--- src/rtl/cam_cfg_sequencer.sv ---
`default_nettype none
// ============================================================================
//  Module   : cam_cfg_sequencer
//  Purpose  : Boot-time camera sensor configuration sequencer. Walks a
//             register table held in a synchronous ROM and issues one
//             16-bit-address / 8-bit-data I2C write per entry. It honours
//             in-table delay entries, retries NACKed writes, and reports
//             done or error. cfg_done_o releases the MIPI receiver reset.
//  Ports    : clk_i       system clock
//             reset_n_i   async active-low reset
//             start_i     1-cycle start pulse (IDLE/DONE/ERROR only)
//             rom_addr_o  table index; rom_data_i valid one cycle later
//             rom_data_i  {reg_addr[23:8], reg_data[7:0]}
//             i2c_req_o   write request, held until i2c_done_i
//             i2c_addr_o  sensor register address (stable during request)
//             i2c_data_o  sensor register data (stable during request)
//             i2c_done_i  1-cycle transaction-finished pulse
//             i2c_nack_i  sensor NACK, qualified by i2c_done_i
//             busy_o      sequence in progress
//             cfg_done_o  table completed successfully
//             err_o       sequence aborted
//             err_idx_o   table index of the failing entry
//  Revision : 1.0  initial release
// ============================================================================
module cam_cfg_sequencer #(
  parameter int ROM_AW     = 8,
  parameter int DELAY_UNIT = 48000,
  parameter int MAX_RETRY  = 3
) (
  input  logic              clk_i,
  input  logic              reset_n_i,
  input  logic              start_i,
  output logic [ROM_AW-1:0] rom_addr_o,
  input  logic [23:0]       rom_data_i,
  output logic              i2c_req_o,
  output logic [15:0]       i2c_addr_o,
  output logic [7:0]        i2c_data_o,
  input  logic              i2c_done_i,
  input  logic              i2c_nack_i,
  output logic              busy_o,
  output logic              cfg_done_o,
  output logic              err_o,
  output logic [ROM_AW-1:0] err_idx_o
);

  // Retry counter must be at least one bit wide even when retries are disabled.
  localparam int                RW          = (MAX_RETRY < 1) ? 1 : $clog2(MAX_RETRY + 1);
  localparam logic [RW-1:0]     MAX_R       = RW'(MAX_RETRY);
  localparam logic [23:0]       TICK_RELOAD = 24'(DELAY_UNIT - 1);
  localparam logic [ROM_AW-1:0] LAST_IDX    = '1;
  localparam logic [15:0]       CODE_END    = 16'hFFFF;
  localparam logic [15:0]       CODE_DELAY  = 16'hFFFE;

  typedef enum logic [3:0] {
    S_IDLE   = 4'd0,
    S_FETCH  = 4'd1,
    S_DECODE = 4'd2,
    S_REQ    = 4'd3,
    S_GAP    = 4'd4,
    S_DLY    = 4'd5,
    S_NEXT   = 4'd6,
    S_DONE   = 4'd7,
    S_ERROR  = 4'd8
  } state_t;

  state_t            state_q,    state_d;
  logic [ROM_AW-1:0] rom_addr_q, rom_addr_d;
  logic              req_q,      req_d;
  logic [15:0]       i2c_addr_q, i2c_addr_d;
  logic [7:0]        i2c_data_q, i2c_data_d;
  logic              busy_q,     busy_d;
  logic              cfg_done_q, cfg_done_d;
  logic              err_q,      err_d;
  logic [ROM_AW-1:0] err_idx_q,  err_idx_d;
  logic [RW-1:0]     retry_q,    retry_d;
  logic [23:0]       tick_q,     tick_d;
  logic [7:0]        unit_q,     unit_d;

  logic [15:0]       entry_addr;
  logic [7:0]        entry_data;

  assign entry_addr = rom_data_i[23:8];
  assign entry_data = rom_data_i[7:0];

  always_comb begin
    state_d    = state_q;
    rom_addr_d = rom_addr_q;
    req_d      = req_q;
    i2c_addr_d = i2c_addr_q;
    i2c_data_d = i2c_data_q;
    cfg_done_d = cfg_done_q;
    err_d      = err_q;
    err_idx_d  = err_idx_q;
    retry_d    = retry_q;
    tick_d     = tick_q;
    unit_d     = unit_q;

    case (state_q)
      S_IDLE, S_DONE, S_ERROR: begin
        if (start_i) begin
          state_d    = S_FETCH;
          rom_addr_d = '0;
          retry_d    = '0;
          cfg_done_d = 1'b0;
          err_d      = 1'b0;
          err_idx_d  = '0;
        end
      end
      // Address was presented on entry; ROM data is valid in DECODE.
      S_FETCH: state_d = S_DECODE;
      S_DECODE: begin
        if (entry_addr == CODE_END) begin
          state_d    = S_DONE;
          cfg_done_d = 1'b1;
        end else if (entry_addr == CODE_DELAY) begin
          if (entry_data == 8'd0) begin
            state_d = S_NEXT;
          end else begin
            state_d = S_DLY;
            unit_d  = entry_data;
            tick_d  = TICK_RELOAD;
          end
        end else begin
          state_d    = S_REQ;
          i2c_addr_d = entry_addr;
          i2c_data_d = entry_data;
          req_d      = 1'b1;
        end
      end
      S_REQ: begin
        if (i2c_done_i) begin
          req_d = 1'b0;
          if (!i2c_nack_i) begin
            state_d = S_NEXT;
          end else if (retry_q < MAX_R) begin
            retry_d = retry_q + RW'(1);
            state_d = S_GAP;
          end else begin
            state_d   = S_ERROR;
            err_d     = 1'b1;
            err_idx_d = rom_addr_q;
          end
        end
      end
      // One idle cycle with the request low before re-issuing the same write.
      S_GAP: begin
        state_d = S_REQ;
        req_d   = 1'b1;
      end
      // Total wait is unit count * DELAY_UNIT cycles spent in this state.
      S_DLY: begin
        if (tick_q == 24'd0) begin
          if (unit_q == 8'd1) begin
            state_d = S_NEXT;
          end else begin
            unit_d = unit_q - 8'd1;
            tick_d = TICK_RELOAD;
          end
        end else begin
          tick_d = tick_q - 24'd1;
        end
      end
      S_NEXT: begin
        retry_d = '0;
        if (rom_addr_q == LAST_IDX) begin
          // Ran off the end of the table without an END marker.
          state_d   = S_ERROR;
          err_d     = 1'b1;
          err_idx_d = rom_addr_q;
        end else begin
          rom_addr_d = rom_addr_q + ROM_AW'(1);
          state_d    = S_FETCH;
        end
      end
      default: state_d = S_IDLE;
    endcase

    busy_d = !((state_d == S_IDLE) || (state_d == S_DONE) || (state_d == S_ERROR));
  end

  always_ff @(posedge clk_i or negedge reset_n_i) begin
    if (!reset_n_i) begin
      state_q    <= S_IDLE;
      rom_addr_q <= '0;
      req_q      <= 1'b0;
      i2c_addr_q <= 16'd0;
      i2c_data_q <= 8'd0;
      busy_q     <= 1'b0;
      cfg_done_q <= 1'b0;
      err_q      <= 1'b0;
      err_idx_q  <= '0;
      retry_q    <= '0;
      tick_q     <= 24'd0;
      unit_q     <= 8'd0;
    end else begin
      state_q    <= state_d;
      rom_addr_q <= rom_addr_d;
      req_q      <= req_d;
      i2c_addr_q <= i2c_addr_d;
      i2c_data_q <= i2c_data_d;
      busy_q     <= busy_d;
      cfg_done_q <= cfg_done_d;
      err_q      <= err_d;
      err_idx_q  <= err_idx_d;
      retry_q    <= retry_d;
      tick_q     <= tick_d;
      unit_q     <= unit_d;
    end
  end

  assign rom_addr_o = rom_addr_q;
  assign i2c_req_o  = req_q;
  assign i2c_addr_o = i2c_addr_q;
  assign i2c_data_o = i2c_data_q;
  assign busy_o     = busy_q;
  assign cfg_done_o = cfg_done_q;
  assign err_o      = err_q;
  assign err_idx_o  = err_idx_q;

endmodule
`default_nettype wire

--- config.mk ---
export PLATFORM = sky130hd
export DESIGN_NAME = cam_cfg_sequencer
export DESIGN_NICKNAME = d
export VERILOG_FILES = /design/src/rtl/cam_cfg_sequencer.sv
export SDC_FILE = /design/constraint.sdc
export NUM_CORES = 1
export LEC_CHECK = 0
export ABC_AREA = 1
export ABC_CLOCK_PERIOD_IN_PS = 3100
export CAP_MARGIN = 5
export CORE_ASPECT_RATIO = 0.7
export CORE_MARGIN = 2
export CORE_UTILIZATION = 30
export CTS_CLUSTER_DIAMETER = 100
export DETAILED_ROUTE_END_ITERATION = 10
export GPL_TIMING_DRIVEN = 0
export PLACE_DENSITY = 0.56
export RECOVER_POWER = 50
export SYNTH_ARGS = -nofsm -noshare
export SYNTH_HDL_FRONTEND = slang
export SYNTH_SLANG_ARGS = --single-unit
--- constraint.sdc ---
create_clock -name clk_i -period 3.1 [get_ports clk_i]
set_input_delay 0.775 -clock clk_i [delete_from_list [all_inputs] [get_ports clk_i]]
set_output_delay 0.775 -clock clk_i [all_outputs]
set_load 0.05 [all_outputs]
==> results.py, run 1 <==
metrics = {
    "clock_tree": {
        "insertion_delay_ns": 0.34,
        "cts_tree": "built",
        "cts_hold_buf": 0,
        "clk_pin_slew_ns": 0.07,
        "clkSinkCount": 82,
        "cts_buffers": 9,
        "post_cts_buffers": 0,
        "clockBufferDepth": 2,
        "clockRootBuffer": "clkbuf_16",
        "htreeDepth": 3,
        "cts_resized": 0,
    },
    "timing": {
        "hold_viol_final": 0,
        "holdWs_ns": 0.397,
        "min_period_ns": 2.50,
        "finalSetupViolations": 0,
        "finalClockSkew_ns": 0.00670,
        "rsz0062_at_grt": "false",
        "max_clock_freq_mhz": 401,
        "period_share": 0.805,
        "slew_headroom": 0.287,
        "tightestPinTransition_ns": 1.07,
        "slew_violations": 0,
    },
    "worst_setup_path": {
        "worst_path_max_delay_cell": "dlygate4sd3_1",
        "cpMostUsedCell": "nand2_1",
        "cp-start-kind": "input port",
        "timing.critical_path.max_delay_family": "simple AND/OR/NAND/NOR gates",
        "setup.worst_path.class": "input port to register",
        "worstPathArrival_ns": 2.72,
        "critPathMaxFanout": 10,
        "path_buf_inv": 2,
        "cp-end-kind": "register",
        "critPathRequiredTime_ns": 3.32,
        "crit_chain": "dlygate4sd3_1 -> nand2_1 -> nor2_1 -> nand2_1 -> o21ai_2 -> nand2_2 -> nor2_4 -> nand2_2 -> buf_2 -> nand2_1 -> nand2_1",
        "critPathMaxStageDelay_ns": 0.56,
    },
    "floorplan": {
        "ioPinCount": 73,
        "die_w_um": 155,
        "die_h_um": 110,
        "core_um2": 15500,
        "core.rowCount": 38,
        "die-area_um2": 17000,
        "initial_core_util": 0.308,
    },
    "detailed_routing": {
        "drc": 0,
        "wire_per_inst_um": 13.4,
        "first_pass_iters": 5,
        "routed_wl_um": 12700,
        "initialDrtViolationCount": 303,
        "vias_per_cell": 4.63,
        "antenna_left": 0,
        "vias": 4375,
    },
    "grt": {
        "grt.overflow.total": 0,
        "grtUsageTotal": 0.160,
        "grt_pass1_vias": 4118,
        "grt_max_degree": 43,
        "grt_pass1_wl_um": 21400,
        "grt_antenna_before_repair": 0,
    },
    "layout": {
        "num-fill-cells": 1612,
        "layout_commonest_cell": "nand2_1",
        "area_growth_pct": 25.4,
        "fin_cells": 945,
        "fin_nets": 775,
        "layout_common_cells": "211 x nand2_1, 82 x dfrtp_1, 72 x nand3_1, 69 x clkdlybuf4s50_1, 67 x nor2_1",
        "diodes": 0,
        "drive_above_1_share": 0.0886,
        "fin_util": 0.386,
    },
    "synthesis": {
        "synth_edf_count": 0,
        "asyncSetResetFlopFracSynth": 1.00,
        "ys_seq_elements": 82,
        "ys_types": 30,
        "synth.avg_cell_area_um2": 7.29,
        "netlist_area_um2": 4780,
        "synth_fp_nets": 691,
        "seq_area_frac_synth": 0.429,
        "synthCells": 656,
        "synth_flop_cell": "dfrtp_1",
        "yosysWarnings": 0,
    },
    "placed_design": {
        "portBuffers": 72,
        "place_congestion": 0.917,
        "place_inst": 929,
        "dpl.hpwl_um": 9620,
    },
    "power_and_ir_drop": {
        "power_density_nw_per_um2": 979,
        "ir_drop_v": 0.000567,
        "p_leak_nw": 2.83,
        "total_power_mw": 5.87,
    },
    "run_status": {
        "status": "finished clean",
    },
    "worst_hold_path": {
        "hp-class": "input port to async pin",
    },
    "flow_run": {
        "max_cap_viol_count": 0,
    },
}
[cell type report]
type / instances / area, µm² / share of cell area
Tap cell: 200 / 250 / 0.0417
Multi-Input combinational cell: 487 / 2340 / 0.391
Sequential cell: 82 / 2050 / 0.342
Inverter: 70 / 263 / 0.0438
Timing Repair Buffer: 73 / 723 / 0.121
Buffer: 17 / 81.3 / 0.0136
Clock inverter: 7 / 56.3 / 0.00939
Clock buffer: 9 / 225 / 0.0376
[per-layer routing]
metal	vias to the layer above	global-route usage	wire, µm	part of all wire
met2	97	0.218	4740	0.37
met1	1978	0.251	7110	0.56
li1	2288	-	-	-
met4	0	0.0417	140	0.011
met5	-	0	0	0
met3	12	0.0347	671	0.053
[cell families (layout without fill, tap and decap cells)]
logic type,Yosys count,count (layout),share of synthesized area
simple gates,402,402,0.376
buf+inv,87,176,0.0735
flops,82,82,0.429
compound gates,69,69,0.0872
xor+xnor,10,10,0.0183
fa+ha+maj,6,6,0.0157
[synth_stat cells, types with 7 or more instances]
master / instances / share of area
nand2_1: 208 / 0.16
dfrtp_1: 82 / 0.43
nand3_1: 71 / 0.074
nor2_1: 66 / 0.052
inv_1: 64 / 0.050
o21ai_0: 34 / 0.036
nand4_1: 23 / 0.030
o21ai_1: 12 / 0.013
o21ai_2: 12 / 0.022
buf_2: 8 / 0.0084
nand2_2: 8 / 0.010
clkbuf_1: 7 / 0.0055
[per-stage QoR]
step	setup slack, ns	cell area (µm²)	setup TNS [ns]
final	0.605	5990	0
after detailed placement	0.321	5780	0
after global routing	0.363	5990	0
after floorplan	1.16	4780	0
after global placement	-1.96	5750	-160.71
after CTS	0.670	6060	0
[worst register-to-register path, delay by kind of cell, from the launching register on]
| kind | cells | cell delay (ns) |
|---|---|---|
| compound gates | 1 | 0.17 |
| buf+inv | 2 | 0.56 |
| flops | 1 | 0.43 |
| simple gates | 5 | 1.15 |
[report_power, final]
part / switching, mW / internal, mW / total, mW / leakage, nW
logic: 2.08 / 0.976 / 3.06 / 1.65
clock network: 0.487 / 0.556 / 1.04 / 0.138
registers: 0.317 / 1.45 / 1.76 / 1.05
total: 2.89 / 2.98 / 5.87 / 2.83
[sequential cells by signal, indices dropped and copies added (netlist names)]
signal / count
i2c_addr_o: 16
rom_addr_o: 8
tick_q: 24
unit_q: 8
state_q: 4
err_idx_o: 8
cfg_done_o: 1
i2c_req_o: 1
i2c_data_o: 8
retry_q: 2
err_o: 1
busy_o: 1
[path summary, 6_finish.rpt]
| check | slack, ns | cells past startpoint | end | from |
|---|---|---|---|---|
| max | 0.60 | 11 | tick_q[13] | rom_data_i[16] |
| min | 0.40 | 1 | err_idx_o[3] | reset_n_i |
| max reg2reg | 0.65 | 8 | err_idx_o[1] | state_q[0] |
| min reg2reg | 0.47 | 2 | i2c_addr_o[11] | i2c_addr_o[11] |
| max in group asynchronous | 1.26 | 2 | tick_q[13] | reset_n_i |
| min in group clk_i | 0.47 | 2 | i2c_addr_o[11] | i2c_addr_o[11] |
(Power assumes the default switching activity.)
==> run 2, diff against run 1 <==
--- a/config.mk
+++ b/config.mk
@@ -6,7 +6,7 @@
 export NUM_CORES = 1
 export LEC_CHECK = 0
 export ABC_AREA = 1
-export ABC_CLOCK_PERIOD_IN_PS = 3100
+export ABC_CLOCK_PERIOD_IN_PS = 2200
 export CAP_MARGIN = 5
 export CORE_ASPECT_RATIO = 0.7
 export CORE_MARGIN = 2
@@ -14,7 +14,7 @@
 export CTS_CLUSTER_DIAMETER = 100
 export DETAILED_ROUTE_END_ITERATION = 10
 export GPL_TIMING_DRIVEN = 0
-export PLACE_DENSITY = 0.56
+export PLACE_DENSITY = 0.58
 export RECOVER_POWER = 50
 export SYNTH_ARGS = -nofsm -noshare
 export SYNTH_HDL_FRONTEND = slang
==> constraint.sdc (replaced) <==
create_clock -name clk_i -period 2.2 [get_ports clk_i]
set_input_delay 0.55 -clock clk_i [delete_from_list [all_inputs] [get_ports clk_i]]
set_output_delay 0.55 -clock clk_i [all_outputs]
set_load 0.05 [all_outputs]
==> results.py, run 2 (synthesized netlist as in run 1, its figures left out) <==
metrics = {
    "run_status": {
        "status": "finished clean",
    },
    "worst_setup_path": {
        "cp-end-kind": "primary output",
        "path_buf_inv": 1,
        "r2r_end": "tick_q[15]",
        "critPathMaxFanout": 5,
        "r2r-start": "tick_q[0]",
        "crit_chain": "clkdlybuf4s50_1",
        "rr_worst_depth": 9,
        "crit_start": "rom_addr_o[0]",
        "critPathRequiredTime_ns": 1.65,
        "cp-start-kind": "register",
        "worst_path_max_delay_cell": "clkdlybuf4s50_1",
        "endpoint": "rom_addr_o[0]",
        "timing.critical_path.max_delay_family": "buffers and inverters",
        "r2r_slack_ns": 0.21,
        "critPathMaxStageDelay_ns": 0.83,
        "worstPathArrival_ns": 1.60,
        "setup.worst_path.class": "register to primary output",
        "crit_cells": 1,
    },
    "grt": {
        "grtUsageTotal": 0.161,
        "grt_antenna_before_repair": 0,
        "grt_pass1_wl_um": 21900,
        "grt_max_degree": 43,
        "grt.overflow.total": 0,
        "grt_pass1_vias": 4167,
    },
    "timing": {
        "min_period_ns": 2.15,
        "period_share": 0.976,
        "finalSetupViolations": 0,
        "hold_viol_final": 0,
        "tightestPinTransition_ns": 1.08,
        "tns_ns": 0,
        "slew_headroom": 0.279,
        "rsz0062_at_grt": "false",
        "finalClockSkew_ns": 0.00822,
        "max_clock_freq_mhz": 466,
        "slew_violations": 0,
    },
    "floorplan": {
        "die-area_um2": 17000,
        "core_um2": 15500,
        "ioPinCount": 73,
        "initial_core_util": 0.308,
        "die_w_um": 155,
        "core.rowCount": 38,
        "die_h_um": 110,
    },
    "layout": {
        "fin_nets": 780,
        "largest_reg_flops": 24,
        "layout_commonest_cell": "nand2_1",
        "design_area_um2": 6140,
        "area_growth_pct": 28.5,
        "top_register": "tick_q",
        "diodes": 0,
        "drive_above_1_share": 0.101,
        "layout_common_cells": "207 x nand2_1, 82 x dfrtp_1, 71 x nand3_1, 70 x clkdlybuf4s50_1, 66 x nor2_1",
    },
    "worst_hold_path": {
        "hp-class": "input port to async pin",
    },
    "power_and_ir_drop": {
        "total_power_mw": 8.73,
        "p_leak_nw": 2.90,
        "power_density_nw_per_um2": 1420,
        "ir_drop_v": 0.000797,
    },
    "detailed_routing": {
        "routed_wl_um": 13000,
        "drc": 0,
        "initialDrtViolationCount": 357,
        "first_pass_iters": 5,
        "vias": 4518,
        "antenna_left": 0,
        "vias_per_cell": 4.76,
        "wire_per_inst_um": 13.7,
    },
    "clock_tree": {
        "cts_hold_buf": 0,
        "clockBufferDepth": 2,
        "clkSinkCount": 82,
        "htreeDepth": 3,
        "insertion_delay_ns": 0.34,
        "clk_pin_slew_ns": 0.06,
        "cts_tree": "built",
        "clockRootBuffer": "clkbuf_16",
        "cts_buffers": 9,
    },
    "placed_design": {
        "dpl.hpwl_um": 9590,
        "place_congestion": 0.850,
        "portBuffers": 72,
        "placed_cell_area_um2": 5770,
    },
    "flow_run": {
        "max_cap_viol_count": 0,
    },
}
## run 2: worst min path at each step
stage / depth (start not counted) / slack [ns] / to
floorplan: 0 / 0.25 / busy_o
detailed placement: 2 / 0.46 / i2c_addr_o[7]
CTS: 1 / 0.22 / err_idx_o[3]
global placement: 2 / 0.46 / i2c_addr_o[10]
finish: 1 / 0.40 / err_idx_o[3]
global route: 1 / 0.51 / err_idx_o[3]
## run 2: cell type report
type | count | area (µm²)
plain buffers | 16 | 100
clock buffers | 10 | 229
clock inverters | 5 | 104
fillers | 1609 | 9400
inverters | 70 | 263
multi-input cells | 487 | 2380
flip-flops and latches | 82 | 2050
well taps | 200 | 250
repair buffers | 79 | 762
## run 2: routing by layer
| metal | up-vias | share of wire | GRT usage |
|---|---|---|---|
| met1 | 2106 | 0.55 | 0.255 |
| li1 | 2284 | - | - |
| met4 | 0 | 0.0091 | 0.0377 |
| met5 | - | 0 | 0 |
| met2 | 115 | 0.39 | 0.218 |
| met3 | 13 | 0.057 | 0.0331 |
## run 2: what timing repair did
item | CTS | global route
resized for setup | 1 | 17
pin swaps | 0 | 2
setup endpoints to repair | 9 | 52
buffers inserted | 0 | 6
## run 2: report_power, final
part | switching [mW] | leakage [nW] | total [mW] | internal (mW)
clock | 0.625 | 0.163 | 1.73 | 1.10
sequential | 0.442 | 1.05 | 2.48 | 2.04
combinational | 3.01 | 1.69 | 4.52 | 1.51
total | 4.08 | 2.90 | 8.73 | 4.66
## run 2: per-stage QoR
stage / hold WS [ns] / util / std cells / setup slack, ns
CTS: 0.221 / 0.393 / 944 / 0.00593
detailed placement: 0.459 / 0.371 / 929 / -0.389
global route: 0.512 / 0.395 / 949 / 0.0000731
global placement: 0.455 / 0.370 / 928 / -2.55
finish: 0.401 / 0.395 / 949 / 0.0530
floorplan: 0.254 / - / 656 / 0.255
